[src/rtl/demux_32_bit_4sel_stream.sv]
// 1-to-4 registered stream demultiplexer with a one-entry buffer per channel
// and per-channel delivered-word counters.
module demux_32_bit_4sel_stream #(
    parameter int WIDTH   = 32,
    parameter int COUNT_W = 8
) (
    input  logic               clk,
    input  logic               rst_n,
    input  logic [WIDTH-1:0]   in_data,
    input  logic [1:0]         in_select,
    input  logic               in_valid,
    output logic               in_ready,
    output logic [WIDTH-1:0]   out_data_0,
    output logic [WIDTH-1:0]   out_data_1,
    output logic [WIDTH-1:0]   out_data_2,
    output logic [WIDTH-1:0]   out_data_3,
    output logic               out_valid_0,
    output logic               out_valid_1,
    output logic               out_valid_2,
    output logic               out_valid_3,
    input  logic               out_ready_0,
    input  logic               out_ready_1,
    input  logic               out_ready_2,
    input  logic               out_ready_3,
    output logic [COUNT_W-1:0] count_0,
    output logic [COUNT_W-1:0] count_1,
    output logic [COUNT_W-1:0] count_2,
    output logic [COUNT_W-1:0] count_3
);

    logic [3:0]         out_ready_v;
    logic [3:0]         deliver;
    logic               accept;
    logic [3:0]         full_q, full_d;
    logic [WIDTH-1:0]   data_q [4];
    logic [WIDTH-1:0]   data_d [4];
    logic [COUNT_W-1:0] cnt_q  [4];
    logic [COUNT_W-1:0] cnt_d  [4];

    assign out_ready_v = {out_ready_3, out_ready_2, out_ready_1, out_ready_0};

    // Only the selected channel can block input; a draining buffer accepts.
    assign in_ready = ~full_q[in_select] | out_ready_v[in_select];
    assign accept   = in_valid & in_ready;
    assign deliver  = full_q & out_ready_v;

    always_comb begin
        full_d = full_q;
        for (int k = 0; k < 4; k++) begin
            data_d[k] = data_q[k];
            cnt_d[k]  = cnt_q[k] + COUNT_W'(deliver[k]);
            if (deliver[k]) begin
                full_d[k] = 1'b0;
            end
            if (accept && (in_select == 2'(k))) begin
                full_d[k] = 1'b1;
                data_d[k] = in_data;
            end
        end
    end

    always_ff @(posedge clk or negedge rst_n) begin
        if (!rst_n) begin
            full_q <= '0;
            for (int k = 0; k < 4; k++) begin
                data_q[k] <= '0;
                cnt_q[k]  <= '0;
            end
        end else begin
            full_q <= full_d;
            for (int k = 0; k < 4; k++) begin
                data_q[k] <= data_d[k];
                cnt_q[k]  <= cnt_d[k];
            end
        end
    end

    assign out_valid_0 = full_q[0];
    assign out_valid_1 = full_q[1];
    assign out_valid_2 = full_q[2];
    assign out_valid_3 = full_q[3];
    assign out_data_0  = data_q[0];
    assign out_data_1  = data_q[1];
    assign out_data_2  = data_q[2];
    assign out_data_3  = data_q[3];
    assign count_0     = cnt_q[0];
    assign count_1     = cnt_q[1];
    assign count_2     = cnt_q[2];
    assign count_3     = cnt_q[3];

endmodule

[config.mk]
export PLATFORM = sky130hd
export DESIGN_NAME = demux_32_bit_4sel_stream
export DESIGN_NICKNAME = d
export VERILOG_FILES = /design/src/rtl/demux_32_bit_4sel_stream.sv
export SDC_FILE = /design/constraint.sdc
export NUM_CORES = 1
export LEC_CHECK = 0
export BUFFER_PORTS_ARGS = -buffer_cell sky130_fd_sc_hd__buf_2
export CAP_MARGIN = 20
export CORE_UTILIZATION = 50
export DETAILED_ROUTE_END_ITERATION = 10
export PLACE_DENSITY_LB_ADDON = 0.3
export SLEW_MARGIN = 15
export SYNTH_ARGS = -nofsm -noshare
export SYNTH_HDL_FRONTEND = slang
export SYNTH_SLANG_ARGS = --single-unit
export TNS_END_PERCENT = 20
[constraint.sdc]
create_clock -name clk -period 1.7 [get_ports clk]
set_clock_uncertainty 0.1 [all_clocks]
set_input_delay 0.085 -clock clk [delete_from_list [all_inputs] [get_ports clk]]
set_output_delay 0.085 -clock clk [all_outputs]
set_load 0.005 [all_outputs]
==> results_dict.tcl, run 1 <==
set metrics [dict create \
    nFillCells 868 \
    crit_fanout 3 \
    core_area_mm2 0.0121 \
    cts_root_buf "clkbuf_16" \
    drv_slew 0 \
    drive_gt1_frac 0.559 \
    syn_area_mm2 0.00628 \
    hold_viol 0 \
    cts_tree "yes" \
    syn2layout_area_growth_pct 38.5 \
    yosysSeqAreaShare 0.653 \
    period_share 0.993 \
    design_power_total_w 0.0115 \
    cp_data_required_time_ps 1510 \
    ys_ff_latch 164 \
    grt_max_degree 49 \
    yosys.cell_types.count 22 \
    grt_pass1_wl_mm 22.8 \
    globalplace.congestion 0.762 \
    grt_pass1_vias 4464 \
    finalSetupViolCount 0 \
    status "complete, no violations" \
    slew-limit-headroom 0.686 \
    timing.fmax_ghz 0.592 \
    ys.warnings.count 0 \
    clkSinkCount 164 \
    die_w_um 114 \
    antenna_found_initial 0 \
    htreeDepth 4 \
    overflow 0 \
    p_leak_nw 4.23 \
    antenna_left 0 \
    cp.arrival_ps 1500 \
    clkSlewWorstSetupHoldPaths_ps 60 \
    io_pins 206 \
    dr.pass1.iters 4 \
    start_util 0.519 \
    r2r_cells 4 \
    critPathLaunchType "flop" \
    rows 40 \
    clk_latency_ps 420 \
    via_per_inst 4.98 \
    reg2reg_to "out_data_2[11]$_DFFE_PN0P_" \
    min_path_type "in2async" \
    clk_path_buf_depth 2 \
    dp_hpwl_mm 9.78 \
    period_minus_slack_ps 1690 \
    tightest_slew_ps 471 \
    grt_usage 0.235 \
    vdd_ir_drop_max_mv 0.739 \
    antenna_cells 0 \
    crit_path_end_kind "output port" \
    wl_per_cell_um 17.2 \
    finalNetCount 711 \
    grt_setup_unrepaired "yes" \
    cts_buffers 17 \
    reg2reg_slack_ps 110 \
    postSynthAreaPerCell_um2 16.1 \
    maxCapViolations 0 \
    power_density_mw_per_mm2 1320 \
    drcViolationCount 0 \
    drt_iter0_markers 172 \
    tns_ps 0 \
    portBuffers 205 \
    syn-instance-count 391 \
    vias 4175 \
    routed_wl_mm 14.4 \
    synth_fp_nets 440 \
    rr_startpoint "full_q[2]$_DFFE_PN0P_" \
    post-route-util 0.718 \
    die-area_mm2 0.0130 \
    die_h_um 114 \
    worstSetupPathType "reg2out" \
]
==> repair_timing <==
item,in CTS,in global routing
resized for setup,0,1
endpoints found under the setup margin,1,1
hold buffers,45,0
endpoints found under the hold margin,300,0
buffers inserted,2,2
==> layout by cell type (no fill, tap or decap), drive strengths merged, types with 2 or more instances in the layout <==
cell type,count
bufinv,4
nand3,17
nor2,4
and3,5
mux2,128
xor2,10
and2,4
dlygate4sd3,45
dfrtp,164
ha,8
xnor2,14
nand2b,4
nand2,11
buf,221
nor3,2
nor2b,2
clkbuf,23
==> power by group <==
group          internal, W  switching, W
clock              0.00254       0.00141
sequential         0.00476      0.000552
combinational      0.00130      0.000922
total              0.00860       0.00289
==> routing by layer <==
metal	part of all wire	up-vias	global-route usage	wire, µm
met5	0	-	0	0
met4	0.015	0	0.100	219
met3	0.065	20	0.0720	940
met2	0.53	132	0.411	7570
met1	0.39	2109	0.266	5670
li1	-	1914	-	-
==> synthesized netlist by cell type, drive strengths merged <==
master | number | area share
clkbuf | 1 | 0.00080
nor3 | 2 | 0.0016
nand3 | 17 | 0.014
xnor2 | 14 | 0.020
dfrtp | 164 | 0.65
mux2 | 128 | 0.23
nor3b | 1 | 0.0030
ha | 8 | 0.016
nand2 | 11 | 0.0066
mux4 | 1 | 0.0036
and3 | 5 | 0.0050
xor2 | 10 | 0.014
nor2b | 2 | 0.0024
nand3b | 1 | 0.0012
buf | 13 | 0.019
nor2 | 4 | 0.0024
nand2b | 4 | 0.0040
o21ai | 1 | 0.00080
and2 | 4 | 0.0040
==> worst max-delay path, stage by stage, from the launching register on <==
cell	delay [ps]
dfrtp_1	360
nand2b_1	110
mux4_2	490
buf_6	140
==> final cells by class <==
cell class | count | area, µm² | share of cell area
multi-input combinational | 213 | 2060 | 0.237
timing repair buffer | 266 | 1720 | 0.198
tap | 168 | 210 | 0.0242
clock inverter | 5 | 125 | 0.0144
sequential | 164 | 4100 | 0.472
clock buffer | 23 | 478 | 0.0549
==> flip-flops by register name, summed over array words and instances (netlist names) <==
register and count:
out_data_0 32, out_data_1 32, out_data_2 32, out_data_3 32
count_0 8, count_1 8, count_2 8, count_3 8
full_q 4
==> how the worst max path moves through the flow <==
stage	start	endpoint	slack [ps]	depth (start not counted)
3_5_place_dp	full_q[2]$_DFFE_PN0P_	out_data_2[21]$_DFFE_PN0P_	120	4
5_1_grt	full_q[0]$_DFFE_PN0P_	in_ready	-50	3
6_report	full_q[0]$_DFFE_PN0P_	in_ready	10	3
2_1_floorplan	full_q[2]$_DFFE_PN0P_	out_data_2[10]$_DFFE_PN0P_	200	4
4_1_cts	full_q[3]$_DFFE_PN0P_	in_ready	7	3
3_3_place_gp	full_q[2]$_DFFE_PN0P_	out_data_2[17]$_DFFE_PN0P_	160	4
==> metrics by stage <==
step | worst slack (ps) | hold slack [ps] | cell area [µm²] | cells
2_1_floorplan | 198 | -311 | 6280 | 391
3_3_place_gp | 156 | -42.2 | 7610 | 762
3_5_place_dp | 118 | -40.7 | 7610 | 762
4_1_cts | 7.32 | 82.1 | 8680 | 837
5_1_grt | -53.1 | 118 | 8700 | 839
6_report | 11.9 | 83.1 | 8700 | 839
==> cell families after synthesis <==
| kind of cell | synth area share |
|---|---|
| flip-flops | 0.653 |
| XOR/XNOR | 0.0335 |
| AND/OR/NAND/NOR | 0.0436 |
| multiplexers | 0.233 |
| AO/OA/AOI/OAI | 0.000796 |
| adder cells (fa/ha/maj) | 0.0159 |
| buffers and inverters | 0.0201 |
Power figures use the tool's default switching activity.
==> run 2: changes to the inputs <==
Settings changed: CELL_PAD_IN_SITES_DETAIL_PLACEMENT from default to 1, CELL_PAD_IN_SITES_GLOBAL_PLACEMENT from default to 1, CORE_MARGIN from default to 1.5, CORE_UTILIZATION 50 to 44.
Clock period 1.7 ns to 2.2 ns, I/O delays scaled along.
==> results_dict.tcl, run 2 (synthesized netlist as in run 1, its figures left out) <==
set metrics [dict create \
    crit_path_cell_trace "dlygate4sd3_1 > buf_2 > nand2b_1 > mux4_2 > buf_2" \
    clkSinkCount 164 \
    cp_data_required_time_ps 1990 \
    rows 43 \
    clkSlewWorstSetupHoldPaths_ps 60 \
    drcViolationCount 0 \
    cpMostUsedCell "buf_2" \
    via_per_inst 5.01 \
    overflow 0 \
    post_cts_buffers 0 \
    timing.fmax_ghz 0.547 \
    io_pins 206 \
    routed_wl_mm 16.2 \
    p_leak_nw 4.15 \
    worst-path-buf-inv 3 \
    ctsHoldBuffers 41 \
    cts_tree "yes" \
    min_path_type "in2async" \
    layout_commonest_cell "buf_2" \
    cts-resized-gates 0 \
    place_ws_ps 580 \
    period_share 0.832 \
    dp_hpwl_mm 11.1 \
    globalplace.congestion 0.813 \
    cts_buffers 17 \
    cp.arrival_ps 1620 \
    grt_usage 0.226 \
    grt_pass1_wl_mm 25.3 \
    crit_fanout 3 \
    tightest_slew_ps 499 \
    cp_slowest_cell "dlygate4sd3_1" \
    period_minus_slack_ps 1830 \
    worstSetupPathType "in2out" \
    drive_gt1_frac 0.562 \
    setup_slack_ps 371 \
    clk_latency_ps 410 \
    die_h_um 123 \
    htreeDepth 4 \
    crit_path_end_kind "output port" \
    grt_pass1_vias 4782 \
    max_stage_delay_ps 560 \
    die_w_um 123 \
    crit_family "buffers and inverters" \
    grt_max_degree 52 \
    slew-limit-headroom 0.667 \
    die-area_mm2 0.0150 \
    critPathLaunchType "input pin" \
    finalSetupViolCount 0 \
    dr.pass1.iters 4 \
    start_util 0.451 \
    vias 4247 \
    drv_slew 0 \
    syn2layout_area_growth_pct 35.5 \
    power_density_mw_per_mm2 1020 \
    antenna_left 0 \
    cts_root_buf "clkbuf_16" \
    wl_per_cell_um 19.2 \
    maxCapViolations 0 \
    status "complete, no violations" \
    antenna_found_initial 0 \
    tns_ps 0 \
    reg2reg_slack_ps 570 \
    core_area_mm2 0.0139 \
    antenna_cells 0 \
    vdd_ir_drop_max_mv 0.671 \
    clk_path_buf_depth 2 \
    finalNetCount 703 \
    hold_viol 0 \
    portBuffers 205 \
    grt_setup_unrepaired "no" \
    final_cell_mix "204 x buf_2, 164 x dfrtp_1, 124 x mux2_2, 41 x dlygate4sd3_1" \
    drt_iter0_markers 131 \
]
run 2: layout make-up:
| class | instances | area (µm²) |
|---|---|---|
| sequential | 164 | 4100 |
| timing repair buffer | 258 | 1560 |
| tap | 180 | 225 |
| clock inverter | 8 | 75.1 |
| multi-input combinational | 213 | 2060 |
| clock buffer | 24 | 492 |
| fill | 1406 | 5420 |
run 2: path summary, 6_finish.rpt:
| kind | cells after the start | end | startpoint |
|---|---|---|---|
| setup reg to reg | 4 | out_data_2[11]$_DFFE_PN0P_ | full_q[2]$_DFFE_PN0P_ |
| min in group clk | 1 | count_1[7]$_DFF_PN0_ | count_1[7]$_DFF_PN0_ |
| hold reg to reg | 1 | count_1[7]$_DFF_PN0_ | count_1[7]$_DFF_PN0_ |
| hold / removal | 2 | count_2[7]$_DFF_PN0_ | rst_n |
| setup / recovery | 5 | in_ready | out_ready_1 |
| max in group asynchronous | 3 | out_data_1[17]$_DFFE_PN0P_ | rst_n |
run 2: through the flow:
step / utilization / instances / power [W] / cell area (µm²) / hold slack (ps)
6_report: 0.611 / 847 / 0.00868 / 8520 / 105
5_1_grt: 0.611 / 847 / 0.00912 / 8520 / 152
4_1_cts: 0.611 / 847 / 0.00876 / 8520 / 122
3_5_place_dp: 0.541 / 774 / 0.00584 / 7540 / 0.587
3_3_place_gp: 0.541 / 774 / 0.00572 / 7540 / -5.50
2_1_floorplan: - / 391 / 0.00478 / 6280 / -286
run 2: power by group:
part / internal (W) / total [W] / switching (W)
Combinational: 0.000981 / 0.00173 / 0.000745
Clock: 0.00167 / 0.00283 / 0.00116
Sequential: 0.00367 / 0.00412 / 0.000446
run 2: routing by layer:
metal,up-vias,wire (µm),track usage
met3,28,1070,0.0716
met5,-,0,0
li1,1895,-,-
met2,138,8530,0.392
met4,0,378,0.0916
met1,2186,6260,0.259
==> run 3: changes to the inputs <==
Settings changed: ABC_AREA from default to 1, CORE_UTILIZATION 44 to 39.
Clock period 2.2 ns to 1.8 ns, I/O delays scaled along.
==> results_dict.tcl, run 3 <==
set metrics [dict create \
    status "complete, no violations" \
    synth.most_common_cell "nand2_1" \
    grtUsageMet3 0.0638 \
    via_per_inst 5.20 \
    antenna_found_initial 1 \
    yosysSeqAreaShare 0.595 \
    vdd_ir_drop_max_mv 0.700 \
    cp_data_required_time_ps 1610 \
    p_leak_nw 5.11 \
    grt_pass1_wl_mm 35.2 \
    multiInputGateArea_mm2 0.00240 \
    dr.pass1.iters 4 \
    io_pins 206 \
    die_h_um 136 \
    core_area_mm2 0.0173 \
    design_power_total_w 0.0113 \
    dp_hpwl_mm 13.9 \
    drv_slew 0 \
    async_flop_share 1.00 \
    switchingPower_w 0.00341 \
    clkSinkCount 164 \
    tightest_slew_ps 471 \
    yosys.cell_types.count 24 \
    slew-limit-headroom 0.686 \
    cts_tree "yes" \
    grt_pass1_vias 6408 \
    crit_path_end_kind "output port" \
    place_ws_ps -57.3 \
    die-area_mm2 0.0185 \
    min_path_type "in2async" \
    timing.fmax_ghz 0.586 \
    wl_per_cell_um 18.8 \
    syn-instance-count 712 \
    grt_use_met2 0.398 \
    die_w_um 136 \
    grt-busiest-layer "met2" \
    drcViolationCount 0 \
    postSynthAreaPerCell_um2 9.68 \
    crit_fanout 12 \
    clkSlewWorstSetupHoldPaths_ps 60 \
    syn_area_mm2 0.00689 \
    synth_fp_nets 761 \
    final_cell_mix "278 x nand2_1, 202 x buf_2, 164 x dfrtp_1, 130 x nand4_1, 38 x dlygate4sd3_1" \
    finalNetCount 1002 \
    worstSetupPathType "reg2out" \
    cts_root_buf "clkbuf_16" \
    routed_wl_mm 22.4 \
    overflow 0 \
    clk_latency_ps 430 \
    use_met1 0.323 \
    maxCapViolations 0 \
    pwr-share-clk 0.338 \
    drt_iter0_markers 296 \
    vias 6199 \
    intPower_w 0.00791 \
    htreeDepth 4 \
    seqCellArea_mm2 0.00410 \
    placed_cells 1112 \
    rows 48 \
    globalplace.congestion 0.754 \
    grt_usage 0.247 \
    finalSetupViolCount 0 \
    syn2layout_area_growth_pct 34.8 \
    switching_share 0.301 \
    clk_path_buf_depth 2 \
    dpl_cell_area_mm2 0.00816 \
    layout_commonest_cell "nand2_1" \
    critPathLaunchType "flop" \
    ys_ff_latch 164 \
    post-synth-top-area-cell "dfrtp_1" \
    final_area_mm2 0.00929 \
    hold_viol 0 \
    p_seq_frac 0.447 \
    stdcell_count 1192 \
    post-route-util 0.537 \
    cts_buffers 17 \
    portBuffers 205 \
    synth_edf_count 0 \
    grt_max_degree 83 \
    synth_ff_type "dfrtp_1" \
    cp.arrival_ps 1520 \
    period_minus_slack_ps 1710 \
    ys.warnings.count 0 \
    synth_top_area_share 0.595 \
    start_util 0.399 \
    setup_slack_ps 94.3 \
    drive_gt1_frac 0.291 \
    power_density_mw_per_mm2 1220 \
    nFillCells 1994 \
    synthTopCellsByArea "dfrtp_1 60%, nand2_1 15%, nand4_1 12%, xor2_1 2.0%, buf_6 2.0%" \
    antenna_left 0 \
    period_share 0.948 \
    synth_common_cells "278 x nand2_1, 164 x dfrtp_1, 130 x nand4_1, 20 x clkbuf_1" \
    combPwrFrac 0.215 \
]
==> run 3: final timing paths <==
path                                        from                         end  slack (ps)  cells past startpoint
hold reg to reg             count_0[7]$_DFF_PN0_        count_0[7]$_DFF_PN0_         360                      1
min in group clk                    in_select[0]  out_data_2[29]$_DFFE_PN0P_         260                      5
max in group asynchronous                  rst_n  out_data_1[20]$_DFFE_PN0P_         910                      3
hold / removal                             rst_n        count_2[7]$_DFF_PN0_          30                      2
setup reg to reg           full_q[0]$_DFFE_PN0P_        count_0[7]$_DFF_PN0_         100                      7
setup / recovery           full_q[0]$_DFFE_PN0P_                    in_ready          90                      7
==> run 3: area by class of cell <==
type | instances | share of cell area
Sequential cell | 164 | 0.442
Clock inverter | 10 | 0.0159
Multi-Input combinational cell | 475 | 0.259
Inverter | 18 | 0.00727
Timing Repair Buffer | 277 | 0.195
Clock buffer | 22 | 0.0510
Tap cell | 225 | 0.0303
Antenna cell | 1 | 0.000269
==> run 3: worst max-delay path, stage by stage (launching register included) <==
cell     delay (ps)
dfrtp_1         410
nand2_1          70
nand2_1          60
nand2_1          60
nand2_2         110
nand2_8          90
buf_16          160
buf_6           110
==> run 3: power groups by stage <==
stage,Sequential (W),Combinational (W),Clock (W)
final,0.00506,0.00244,0.00383
after global routing,0.00516,0.00273,0.00406
after detailed placement,0.00510,0.00232,0
after floorplan,0.00513,0.000906,0
after CTS,0.00506,0.00244,0.00392
after global placement,0.00507,0.00223,0
==> run 3: kinds of logic after synthesis <==
kind of cell	Yosys count	share of synthesized area
AND/OR/NAND/NOR	439	0.299
buffers and inverters	73	0.0581
adder cells (fa/ha/maj)	8	0.0145
AO/OA/AOI/OAI	4	0.00290
flip-flops	164	0.595
XOR/XNOR	24	0.0305
==> run 3: layer usage <==
layer	vias up	routed length (µm)
li1	2886	-
met1	3095	9500
met2	184	11000
met3	34	1420
met4	0	437
met5	-	0
==> run 3: stage by stage <==
stage          hold WS, ps  setup TNS, ps
3_3_place_gp         -67.5              0
6_report              33.4              0
3_5_place_dp         -65.8          -1270
2_1_floorplan         -306              0
4_1_cts               40.0          -10.7
5_1_grt               55.6          -15.5
==> run 3: repair_timing <==
action                     CTS  global route
cloned                       1             1
setup endpoints to repair   65            39
hold endpoints to repair   300             0
pin swaps                    4             2
hold buffers                38             0
gates resized for setup      3             2
buffers inserted             0             7
